## config.mk

```make
export PLATFORM = sky130hd
export DESIGN_NAME = alu_mc_flat
export DESIGN_NICKNAME = d
export VERILOG_FILES = /design/src/rtl/alu_pkg.sv /design/src/rtl/alu_mc_if.sv /design/src/rtl/alu_iter_muldiv.sv /design/src/rtl/alu_mc.sv /design/src/flat_wrapper.sv
export SDC_FILE = /design/constraint.sdc
export NUM_CORES = 1
export LEC_CHECK = 0
export ABC_AREA = 1
export CELL_PAD_IN_SITES_DETAIL_PLACEMENT = 0
export CELL_PAD_IN_SITES_GLOBAL_PLACEMENT = 1
export CORE_ASPECT_RATIO = 2
export CORE_UTILIZATION = 38
export CTS_BUF_LIST = sky130_fd_sc_hd__clkbuf_4 sky130_fd_sc_hd__clkbuf_8 sky130_fd_sc_hd__clkbuf_16
export CTS_CLUSTER_SIZE = 25
export DETAILED_ROUTE_END_ITERATION = 8
export GPL_ROUTABILITY_DRIVEN = 0
export HOLD_SLACK_MARGIN = 0.08
export PLACE_DENSITY = 0.9
export SLEW_MARGIN = 20
export SYNTH_ARGS = -nofsm -noshare
export SYNTH_HDL_FRONTEND = slang
export SYNTH_SLANG_ARGS = --single-unit
```

## constraint.sdc

```tcl
create_clock -name clk_i -period 5.23 [get_ports clk_i]
set_clock_uncertainty 0.2 [all_clocks]
set_input_delay 1.3075 -clock clk_i [delete_from_list [all_inputs] [get_ports clk_i]]
set_output_delay 1.3075 -clock clk_i [all_outputs]
set_load 0.02 [all_outputs]
```

## src/rtl/alu_pkg.sv

```systemverilog
// Opcode encodings and handshake FSM states shared by the alu_mc slice.
// The DIV state only exists when ALU_DIV_EN is defined.
package alu_pkg;

    localparam logic [3:0] ALU_AND = 4'b0000;
    localparam logic [3:0] ALU_OR  = 4'b0001;
    localparam logic [3:0] ALU_ADD = 4'b0010;
    localparam logic [3:0] ALU_MUL = 4'b0100;
    localparam logic [3:0] ALU_DIV = 4'b0101;
    localparam logic [3:0] ALU_SUB = 4'b0110;
    localparam logic [3:0] ALU_REM = 4'b0111;

`ifdef ALU_DIV_EN
    typedef enum logic [1:0] {
        IDLE = 2'd0,
        MUL  = 2'd1,
        DIV  = 2'd2,
        DONE = 2'd3
    } alu_state_e;
`else
    typedef enum logic [1:0] {
        IDLE = 2'd0,
        MUL  = 2'd1,
        DONE = 2'd3
    } alu_state_e;
`endif

endpackage

```

## src/rtl/alu_mc_if.sv

```systemverilog
// Operand/result handshake bundle for alu_mc; signal suffixes are from the ALU's view.
// master = upstream/downstream pipeline side, slave = the ALU.
interface alu_mc_if #(
    parameter int WIDTH = 32
);
    logic             valid_i;
    logic             ready_o;
    logic [WIDTH-1:0] data1_i;
    logic [WIDTH-1:0] data2_i;
    logic [3:0]       ALUCtrl_i;
    logic             valid_o;
    logic             ready_i;
    logic [WIDTH-1:0] data_o;
    logic             Zero_o;

    modport master (
        output valid_i, data1_i, data2_i, ALUCtrl_i, ready_i,
        input  ready_o, valid_o, data_o, Zero_o
    );

    modport slave (
        input  valid_i, data1_i, data2_i, ALUCtrl_i, ready_i,
        output ready_o, valid_o, data_o, Zero_o
    );
endinterface

```

## src/rtl/alu_iter_muldiv.sv

```systemverilog
// Iterative unsigned shift-add multiplier and (with ALU_DIV_EN) restoring divider.
// The start edge performs step 1 from the raw operands; done marks the cycle whose
// combinational result is the final (WIDTH-th) step, so latency is WIDTH cycles.
module alu_iter_muldiv
    import alu_pkg::*;
#(
    parameter int WIDTH = 32,
    parameter int CNT_W = $clog2(WIDTH) + 1
) (
    input  logic             clk,
    input  logic             rst,
    input  logic             start,
    input  logic [3:0]       op,
    input  logic [WIDTH-1:0] a,
    input  logic [WIDTH-1:0] b,
    output logic             done,
    output logic [WIDTH-1:0] result
);
    localparam logic [CNT_W-1:0] LAST = CNT_W'(WIDTH - 2);

    logic             busy;
    logic [CNT_W-1:0] cnt;
    logic [WIDTH-1:0] acc_q, mcand_q, mplier_q;
    logic [WIDTH-1:0] acc_src, mcand_src, mplier_src, acc_nx;

    // On start the step reads the operands directly instead of the stale registers
    assign acc_src    = start ? '0 : acc_q;
    assign mcand_src  = start ? a  : mcand_q;
    assign mplier_src = start ? b  : mplier_q;
    assign acc_nx     = acc_src + (mplier_src[0] ? mcand_src : '0);

    assign done = busy && (cnt == LAST);

    always_ff @(posedge clk or posedge rst) begin
        if (rst) begin
            busy     <= 1'b0;
            cnt      <= '0;
            acc_q    <= '0;
            mcand_q  <= '0;
            mplier_q <= '0;
        end else begin
            if (start) begin
                busy <= 1'b1;
                cnt  <= '0;
            end else if (busy) begin
                cnt <= cnt + CNT_W'(1);
                if (cnt == LAST) busy <= 1'b0;
            end
            if (start || busy) begin
                acc_q    <= acc_nx;
                mcand_q  <= mcand_src << 1;
                mplier_q <= mplier_src >> 1;
            end
        end
    end

`ifdef ALU_DIV_EN
    logic             div_q, rem_q;
    logic [WIDTH-1:0] part_q, quo_q, dvsr_q;
    logic [WIDTH-1:0] part_src, quo_src, dvsr_src, part_nx, quo_nx;
    logic [WIDTH:0]   trial;
    logic             ge;

    assign part_src = start ? '0 : part_q;
    assign quo_src  = start ? a  : quo_q;
    assign dvsr_src = start ? b  : dvsr_q;

    // A zero divisor always "fits": quotient fills with ones, remainder ends as the dividend
    assign trial   = {part_src, quo_src[WIDTH-1]};
    assign ge      = trial >= {1'b0, dvsr_src};
    assign part_nx = ge ? (trial[WIDTH-1:0] - dvsr_src) : trial[WIDTH-1:0];
    assign quo_nx  = {quo_src[WIDTH-2:0], ge};

    assign result = rem_q ? part_nx : (div_q ? quo_nx : acc_nx);

    always_ff @(posedge clk or posedge rst) begin
        if (rst) begin
            div_q  <= 1'b0;
            rem_q  <= 1'b0;
            part_q <= '0;
            quo_q  <= '0;
            dvsr_q <= '0;
        end else begin
            if (start) begin
                div_q <= (op == ALU_DIV);
                rem_q <= (op == ALU_REM);
            end
            if (start || busy) begin
                part_q <= part_nx;
                quo_q  <= quo_nx;
                dvsr_q <= dvsr_src;
            end
        end
    end
`else
    logic unused_op;
    assign unused_op = ^op;
    assign result    = acc_nx;
`endif

endmodule

```

## src/rtl/alu_mc.sv

```systemverilog
// Multi-cycle EX-stage ALU: handshake FSM, single-cycle datapath and result registers.
// Define ALU_DIV_EN to build in the iterative divide/remainder path.
module alu_mc
    import alu_pkg::*;
#(
    parameter int WIDTH = 32,
    parameter int CNT_W = $clog2(WIDTH) + 1
) (
    input logic      clk_i,
    input logic      rst_i,
    alu_mc_if.slave  bus
);
    alu_state_e       state_q, state_d;
    logic             accept, it_start, it_done, load;
    logic [WIDTH-1:0] it_result, load_val, data_q;
    logic             zero_q;

    assign accept = bus.valid_i && (state_q == IDLE);

    alu_iter_muldiv #(
        .WIDTH (WIDTH),
        .CNT_W (CNT_W)
    ) u_iter (
        .clk    (clk_i),
        .rst    (rst_i),
        .start  (it_start),
        .op     (bus.ALUCtrl_i),
        .a      (bus.data1_i),
        .b      (bus.data2_i),
        .done   (it_done),
        .result (it_result)
    );

    always_ff @(posedge clk_i or posedge rst_i) begin
        if (rst_i) state_q <= IDLE;
        else       state_q <= state_d;
    end

    always_comb begin
        state_d  = state_q;
        load     = 1'b0;
        load_val = '0;
        it_start = 1'b0;
        case (state_q)
            IDLE: begin
                if (accept) begin
                    state_d = DONE;
                    load    = 1'b1;
                    case (bus.ALUCtrl_i)
                        ALU_ADD: load_val = bus.data1_i + bus.data2_i;
                        ALU_SUB: load_val = bus.data1_i - bus.data2_i;
                        ALU_AND: load_val = bus.data1_i & bus.data2_i;
                        ALU_OR:  load_val = bus.data1_i | bus.data2_i;
                        ALU_MUL: begin
                            load     = 1'b0;
                            it_start = 1'b1;
                            state_d  = MUL;
                        end
`ifdef ALU_DIV_EN
                        ALU_DIV, ALU_REM: begin
                            load     = 1'b0;
                            it_start = 1'b1;
                            state_d  = DIV;
                        end
`else
                        // Without the divider these fall through as unknown opcodes
                        ALU_DIV, ALU_REM: load_val = '0;
`endif
                        default: load_val = '0;
                    endcase
                end
            end
            MUL: begin
                if (it_done) begin
                    load     = 1'b1;
                    load_val = it_result;
                    state_d  = DONE;
                end
            end
`ifdef ALU_DIV_EN
            DIV: begin
                if (it_done) begin
                    load     = 1'b1;
                    load_val = it_result;
                    state_d  = DONE;
                end
            end
`endif
            DONE: begin
                if (bus.ready_i) state_d = IDLE;
            end
            default: state_d = IDLE;
        endcase
    end

    // Zero flag is registered alongside the result so it never glitches with inputs
    always_ff @(posedge clk_i or posedge rst_i) begin
        if (rst_i) begin
            data_q <= '0;
            zero_q <= 1'b0;
        end else if (load) begin
            data_q <= load_val;
            zero_q <= (load_val == '0);
        end
    end

    assign bus.ready_o = (state_q == IDLE);
    assign bus.valid_o = (state_q == DONE);
    assign bus.data_o  = data_q;
    assign bus.Zero_o  = zero_q;

endmodule

```

## src/flat_wrapper.sv

```systemverilog
// flat-port wrapper written by rule: the top's interface ports become plain ports
module alu_mc_flat import alu_pkg::*;
#(
    parameter int WIDTH = 32,
    parameter int CNT_W = $clog2(WIDTH) + 1
)
  (clk_i, rst_i, bus_valid_i, bus_data1_i, bus_data2_i, bus_ALUCtrl_i, bus_ready_i, bus_ready_o, bus_valid_o, bus_data_o, bus_Zero_o);
  alu_mc_if #(.WIDTH(WIDTH)) bus_i ();
  input logic clk_i;
  input logic rst_i;
  input wire logic [$bits(bus_i.valid_i)-1:0] bus_valid_i;
  input wire logic [$bits(bus_i.data1_i)-1:0] bus_data1_i;
  input wire logic [$bits(bus_i.data2_i)-1:0] bus_data2_i;
  input wire logic [$bits(bus_i.ALUCtrl_i)-1:0] bus_ALUCtrl_i;
  input wire logic [$bits(bus_i.ready_i)-1:0] bus_ready_i;
  output wire logic [$bits(bus_i.ready_o)-1:0] bus_ready_o;
  output wire logic [$bits(bus_i.valid_o)-1:0] bus_valid_o;
  output wire logic [$bits(bus_i.data_o)-1:0] bus_data_o;
  output wire logic [$bits(bus_i.Zero_o)-1:0] bus_Zero_o;
  assign bus_i.valid_i = bus_valid_i;
  assign bus_i.data1_i = bus_data1_i;
  assign bus_i.data2_i = bus_data2_i;
  assign bus_i.ALUCtrl_i = bus_ALUCtrl_i;
  assign bus_i.ready_i = bus_ready_i;
  assign bus_ready_o = bus_i.ready_o;
  assign bus_valid_o = bus_i.valid_o;
  assign bus_data_o = bus_i.data_o;
  assign bus_Zero_o = bus_i.Zero_o;
  alu_mc #(.WIDTH(WIDTH), .CNT_W(CNT_W)) u_core (.clk_i(clk_i), .rst_i(rst_i), .bus(bus_i));
endmodule
```

==> flow_summary.html <==
<table>
<tr><th>Metric</th><th>Value</th></tr>
<tr><th colspan="2">Worst setup path</th></tr>
<tr><td>Max stage delay cell, worst path</td><td>sky130_fd_sc_hd__clkdlybuf4s50_1</td></tr>
<tr><td>Bufs and invs on worst path</td><td>7</td></tr>
<tr><td>Top cell family by delay on the critical path</td><td>simple AND/OR/NAND/NOR gates</td></tr>
<tr><td>Cell occurring most often along the worst timing path</td><td>sky130_fd_sc_hd__nand2_1</td></tr>
<tr><td>WP data required</td><td>roughly 5.4 ns</td></tr>
<tr><td>Highest cell delay on the worst timing path</td><td>approximately 0.48 ns</td></tr>
<tr><td>Kind of capture point of the worst setup path</td><td>flop</td></tr>
<tr><td>Logic depth of the worst setup path including buffers</td><td>29</td></tr>
<tr><td>Classification of the worst setup path</td><td>primary input to flop</td></tr>
<tr><td>Worst flop-to-flop path startpoint</td><td>u_core.state_q[0]</td></tr>
<tr><td>Critical Path AT</td><td>a little over 5 ns</td></tr>
<tr><td>Worst setup path endpoint</td><td>u_core.bus.Zero_o</td></tr>
<tr><td>Worst setup slack for register-to-register paths</td><td>~1.1 ns</td></tr>
<tr><td>Worst reg2reg path depth</td><td>26</td></tr>
<tr><td>Largest fanout of any net on the critical path</td><td>19</td></tr>
<tr><td>Critical path origin</td><td>bus_ALUCtrl_i[2]</td></tr>
<tr><td>Critical path launch point type</td><td>primary input</td></tr>
<tr><td>Capture instance of the worst register-to-register path</td><td>u_core.bus.Zero_o</td></tr>
<tr><th colspan="2">Global route</th></tr>
<tr><td>Initial antenna violation count</td><td>1</td></tr>
<tr><td>Maximum number of pins on one net before global-route repair</td><td>100</td></tr>
<tr><td>Wire length of the first global-routing pass</td><td>77200 um</td></tr>
<tr><td>Global router's overall resource usage</td><td>0.294</td></tr>
<tr><td>Number of global-route vias before repair</td><td>between 15000 and 20000</td></tr>
<tr><td>Congestion Overflow GR</td><td>0</td></tr>
<tr><th colspan="2">Yosys</th></tr>
<tr><td>Synth async-reset ratio</td><td>1.00</td></tr>
<tr><td>Post-Synthesis Mean Instance Area</td><td>6.08 um2</td></tr>
<tr><td>Post-Syn Area</td><td>0.0127 mm2</td></tr>
<tr><td>Flip-flop and latch count after synthesis</td><td>between 100 and 150</td></tr>
<tr><td>Top post-synthesis cells by area</td><td>sky130_fd_sc_hd__dfrtp_1 27%, sky130_fd_sc_hd__nand2_1 20%, sky130_fd_sc_hd__inv_1 8.8%, sky130_fd_sc_hd__ha_1 6.6%, sky130_fd_sc_hd__nand3_1 6.5%</td></tr>
<tr><td>Leading register cell type out of synthesis</td><td>sky130_fd_sc_hd__dfrtp_1</td></tr>
<tr><td>Yosys top cell by area</td><td>sky130_fd_sc_hd__dfrtp_1</td></tr>
<tr><td>Count of synthesis-stage warnings from yosys</td><td>0</td></tr>
<tr><td>Most instantiated cells after synthesis</td><td>678 x sky130_fd_sc_hd__nand2_1, 297 x sky130_fd_sc_hd__inv_1, 210 x sky130_fd_sc_hd__nor2_1</td></tr>
<tr><td>Share of Yosys cell area claimed by the top area cell type</td><td>0.269</td></tr>
<tr><td>Most frequently used cell type in the post-synthesis netlist</td><td>sky130_fd_sc_hd__nand2_1</td></tr>
<tr><td>Number of different library cells in the post-synthesis netlist</td><td>46</td></tr>
<tr><td>Sequential element share of the synthesized area</td><td>0.269</td></tr>
<tr><td>Synthesized net count</td><td>between 2000 and 2500</td></tr>
<tr><td>Number of flops mapped to enable cells by yosys</td><td>0</td></tr>
<tr><td>Synthesized instance count</td><td>between 2000 and 2500</td></tr>
<tr><th colspan="2">Route</th></tr>
<tr><td>Vias after detailed routing</td><td>between 15000 and 20000</td></tr>
<tr><td>Count of TritonRoute iterations in the first routing pass</td><td>6</td></tr>
<tr><td>Total wirelength of the detailed-routed design</td><td>49800 um</td></tr>
<tr><td>Post-route ant nets</td><td>0</td></tr>
<tr><td>Mean routed wirelength per cell</td><td>17.2 um</td></tr>
<tr><td>Residual DRC count</td><td>0</td></tr>
<tr><td>Post-DR vias/cell</td><td>between 5 and 6</td></tr>
<tr><td>Iteration-0 DRC count of the detailed router</td><td>around 1100</td></tr>
<tr><th colspan="2">Job</th></tr>
<tr><td>Number of maximum-capacitance constraint violations</td><td>0</td></tr>
<tr><th colspan="2">Finish</th></tr>
<tr><td>Fill cell total of the finished layout</td><td>~3300</td></tr>
<tr><td>Share of cells above drive strength 1</td><td>0.181</td></tr>
<tr><td>Final Net Count</td><td>between 2000 and 3000</td></tr>
<tr><td>Post-route core utilization</td><td>0.523</td></tr>
<tr><td>P&amp;R area growth vs syn</td><td>35.4%</td></tr>
<tr><th colspan="2">Place</th></tr>
<tr><td>Setup WS pre-CTS</td><td>-0.499 ns</td></tr>
<tr><td>DPL Wire Length</td><td>roughly 40000 um</td></tr>
<tr><td>Quantity of I/O buffers inserted on ports</td><td>106</td></tr>
<tr><th colspan="2">Timing</th></tr>
<tr><td>Worst-margin pin slew</td><td>a little over 0.9 ns</td></tr>
<tr><td>Final Slew Violations</td><td>0</td></tr>
<tr><td>Share of the cycle needed by the critical path after routing</td><td>0.941</td></tr>
<tr><td>Post-route setup slack</td><td>between 0.3 and 0.4 ns</td></tr>
<tr><td>Final setup vio count</td><td>0</td></tr>
<tr><td>Achievable Freq</td><td>0.203 GHz</td></tr>
<tr><td>Number of endpoints with negative hold slack in the final report</td><td>0</td></tr>
<tr><td>Final min period</td><td>4.92 ns</td></tr>
<tr><td>Relative max-transition margin</td><td>0.395</td></tr>
<tr><th colspan="2">Pwr</th></tr>
<tr><td>Leakage power total</td><td>between 0.009 and 0.01 uW</td></tr>
<tr><td>Relative contribution of sequential cells to total power</td><td>0.289</td></tr>
<tr><td>Part of the total power dissipated in combinational logic</td><td>0.509</td></tr>
<tr><td>Sw Share</td><td>0.442</td></tr>
<tr><td>Clock group share of total power</td><td>0.203</td></tr>
<tr><td>Worst vdd ir</td><td>0.000211 V</td></tr>
<tr><td>Switching pwr</td><td>2630 uW</td></tr>
<tr><td>Power per cell area</td><td>approximately 350 mW/mm2</td></tr>
<tr><td>Power Internal</td><td>3320 uW</td></tr>
<tr><th colspan="2">Floorplanning</th></tr>
<tr><td>Die Height</td><td>260 um</td></tr>
<tr><td>Cell Rows</td><td>94</td></tr>
<tr><td>Core ar.</td><td>approximately 0.033 mm2</td></tr>
<tr><td>Die Outline Area</td><td>0.0341 mm2</td></tr>
<tr><td>Initial standard-cell utilization of the core</td><td>0.386</td></tr>
<tr><td>Top Ports</td><td>roughly 110</td></tr>
<tr><td>Floorplan die width</td><td>131 um</td></tr>
<tr><th colspan="2">CTS</th></tr>
<tr><td>Clock Latency Late Sink</td><td>between 0.4 and 0.5 ns</td></tr>
<tr><td>Cell chosen for the clock root</td><td>sky130_fd_sc_hd__clkbuf_16</td></tr>
<tr><td>Total clock sinks</td><td>~140</td></tr>
<tr><td>Clock-pin slew on the worst setup and hold paths</td><td>0.07 ns</td></tr>
<tr><td>Number of buffers created by CTS</td><td>17</td></tr>
<tr><td>Maximum level of the CTS H-tree</td><td>4</td></tr>
<tr><td>CTS tree</td><td>yes</td></tr>
<tr><td>Bufs on Longest Clock Path</td><td>2</td></tr>
<tr><th colspan="2">Worst hold path</th></tr>
<tr><td>Hold-critical path depth</td><td>2</td></tr>
<tr><td>Path type of the worst min-delay path</td><td>flop to flop</td></tr>
<tr><th colspan="2">Run status</th></tr>
<tr><td>Status</td><td>complete, no violations</td></tr>
</table>
-- sequential cells by signal (all words and copies together) (netlist names) --
| signal | cells |
|---|---|
| u_core.u_iter.busy | 1 |
| u_core.u_iter.mplier_q | 31 |
| u_core.state_q | 2 |
| u_core.bus.data_o | 32 |
| u_core.bus.Zero_o | 1 |
| u_core.u_iter.cnt | 6 |
| u_core.u_iter.mcand_q | 31 |
| u_core.u_iter.acc_q | 32 |
-- stage by stage --
stage,instances,power [uW],instance area [um2],hold slack [ns],TNS [ns]
global route,2887,6330,17200,0.298,-0.0217
global placement,2850,4610,16200,0.263,-3.21
detailed placement,2850,4680,16200,0.265,-3.87
finish,2887,5950,17200,0.278,0
floorplan,2085,3350,12700,0.248,0
CTS,2882,5900,16800,0.282,0
-- worst min-delay path by stage --
stage                               from                        end  slack, ns
3_5_place_dp       u_core.bus.data_o[17]      u_core.bus.data_o[17]       0.26
5_1_grt        u_core.u_iter.mcand_q[14]  u_core.u_iter.mcand_q[14]       0.30
4_1_cts            u_core.bus.data_o[17]      u_core.bus.data_o[17]       0.28
3_3_place_gp       u_core.bus.data_o[19]      u_core.bus.data_o[19]       0.26
2_1_floorplan  u_core.u_iter.mcand_q[10]  u_core.u_iter.mcand_q[10]       0.25
6_report       u_core.u_iter.mcand_q[10]  u_core.u_iter.mcand_q[10]       0.28
-- cell families (layout without fill, tap and decap cells) --
| logic type | after synthesis | count (layout) | share of synthesized area |
|---|---|---|---|
| AND/OR/NAND/NOR | 1153 | 1153 | 0.382 |
| multiplexers | 9 | 9 | 0.00711 |
| other | 0 | 1 | 0 |
| flip-flops | 136 | 136 | 0.269 |
| XOR/XNOR | 39 | 39 | 0.0270 |
| AO/OA/AOI/OAI | 308 | 308 | 0.134 |
| buffers and inverters | 370 | 739 | 0.111 |
| adder cells (fa/ha/maj) | 70 | 70 | 0.0701 |
-- layer usage --
metal | part of all wire | wire length [um] | global-route usage | vias up
li1 | - | - | - | 7369
met5 | 0 | 0 | 0 | -
met3 | 0.042 | 2070 | 0.0375 | 213
met4 | 0.086 | 4300 | 0.253 | 0
met1 | 0.35 | 17600 | 0.283 | 7043
met2 | 0.52 | 25800 | 0.552 | 523
-- repair_timing --
action | in CTS | in global routing
hold endpoints to repair | 0 | 0
gates resized for setup | 2 | 90
endpoints found under the setup margin | 1 | 12
hold buffers | 0 | 0
gates cloned | 0 | 0
buffers inserted | 0 | 4
pin swaps | 0 | 24
-- worst reg2reg max path: stages (launching register included) --
cell and delay, ns:
sky130_fd_sc_hd__dfrtp_1 0.41, sky130_fd_sc_hd__or2_4 0.31, sky130_fd_sc_hd__nor2_8 0.11, sky130_fd_sc_hd__nand2_4 0.09, sky130_fd_sc_hd__nand2_1 0.09, sky130_fd_sc_hd__o21ai_2 0.08
sky130_fd_sc_hd__inv_1 0.13, sky130_fd_sc_hd__buf_4 0.18, sky130_fd_sc_hd__buf_12 0.16, sky130_fd_sc_hd__nor2_1 0.06, sky130_fd_sc_hd__ha_1 0.38, sky130_fd_sc_hd__nand2_1 0.13
sky130_fd_sc_hd__nor2_1 0.21, sky130_fd_sc_hd__inv_1 0.08, sky130_fd_sc_hd__nor2_2 0.16, sky130_fd_sc_hd__nand4_1 0.24, sky130_fd_sc_hd__nand3_1 0.16, sky130_fd_sc_hd__nand2_1 0.06
sky130_fd_sc_hd__nand2_1 0.10, sky130_fd_sc_hd__nor2_1 0.07, sky130_fd_sc_hd__a21oi_2 0.20, sky130_fd_sc_hd__nand2_1 0.09, sky130_fd_sc_hd__nor2_1 0.11, sky130_fd_sc_hd__nand2_1 0.05
sky130_fd_sc_hd__nor2_1 0.10, sky130_fd_sc_hd__nand2_1 0.06, sky130_fd_sc_hd__nand2_1 0.07
-- cell type report --
class                           count  area [um2]  area share
Tap cell                          432         541      0.0315
Timing Repair Buffer              395        3290       0.192
Antenna cell                        1        2.50    0.000146
Sequential cell                   136        3400       0.198
Clock buffer                       18         433      0.0252
Inverter                          312        1180      0.0687
Multi-Input combinational cell   1579        8180       0.477
Clock inverter                     14         129     0.00751
-- placed cells by master, fill, tap and decap left out, types with 5 or more instances in the layout --
cell,instances
sky130_fd_sc_hd__o21ai_2,5
sky130_fd_sc_hd__nor3_1,7
sky130_fd_sc_hd__o21ai_1,14
sky130_fd_sc_hd__inv_6,6
sky130_fd_sc_hd__nor2_2,20
sky130_fd_sc_hd__nor2_4,13
sky130_fd_sc_hd__mux2i_1,9
sky130_fd_sc_hd__nand4_1,28
sky130_fd_sc_hd__a31oi_1,22
sky130_fd_sc_hd__nor4_1,10
sky130_fd_sc_hd__xor2_1,36
sky130_fd_sc_hd__dlymetal6s2s_1,7
sky130_fd_sc_hd__nand3_1,164
sky130_fd_sc_hd__o21ai_0,115
sky130_fd_sc_hd__dfrtp_1,136
sky130_fd_sc_hd__nand2_2,22
sky130_fd_sc_hd__nand2_4,5
sky130_fd_sc_hd__ha_1,62
sky130_fd_sc_hd__a21oi_1,85
sky130_fd_sc_hd__o211ai_1,30
sky130_fd_sc_hd__or2_2,5
sky130_fd_sc_hd__inv_1,293
sky130_fd_sc_hd__buf_4,285
sky130_fd_sc_hd__nand2_1,663
sky130_fd_sc_hd__a21oi_2,18
sky130_fd_sc_hd__nor2_1,196
sky130_fd_sc_hd__inv_2,15
sky130_fd_sc_hd__clkdlybuf4s50_1,99
sky130_fd_sc_hd__clkbuf_16,17
-- power groups by stage --
stage	Sequential [uW]	Combinational (uW)	Clock, uW
final	1720	3030	1210
after global routing	1750	3320	1250
after CTS	1710	2970	1220
after detailed placement	1720	2950	0
after global placement	1710	2900	0
after floorplan	1800	1550	0
Note: power is estimated with default switching activity, not from simulation.
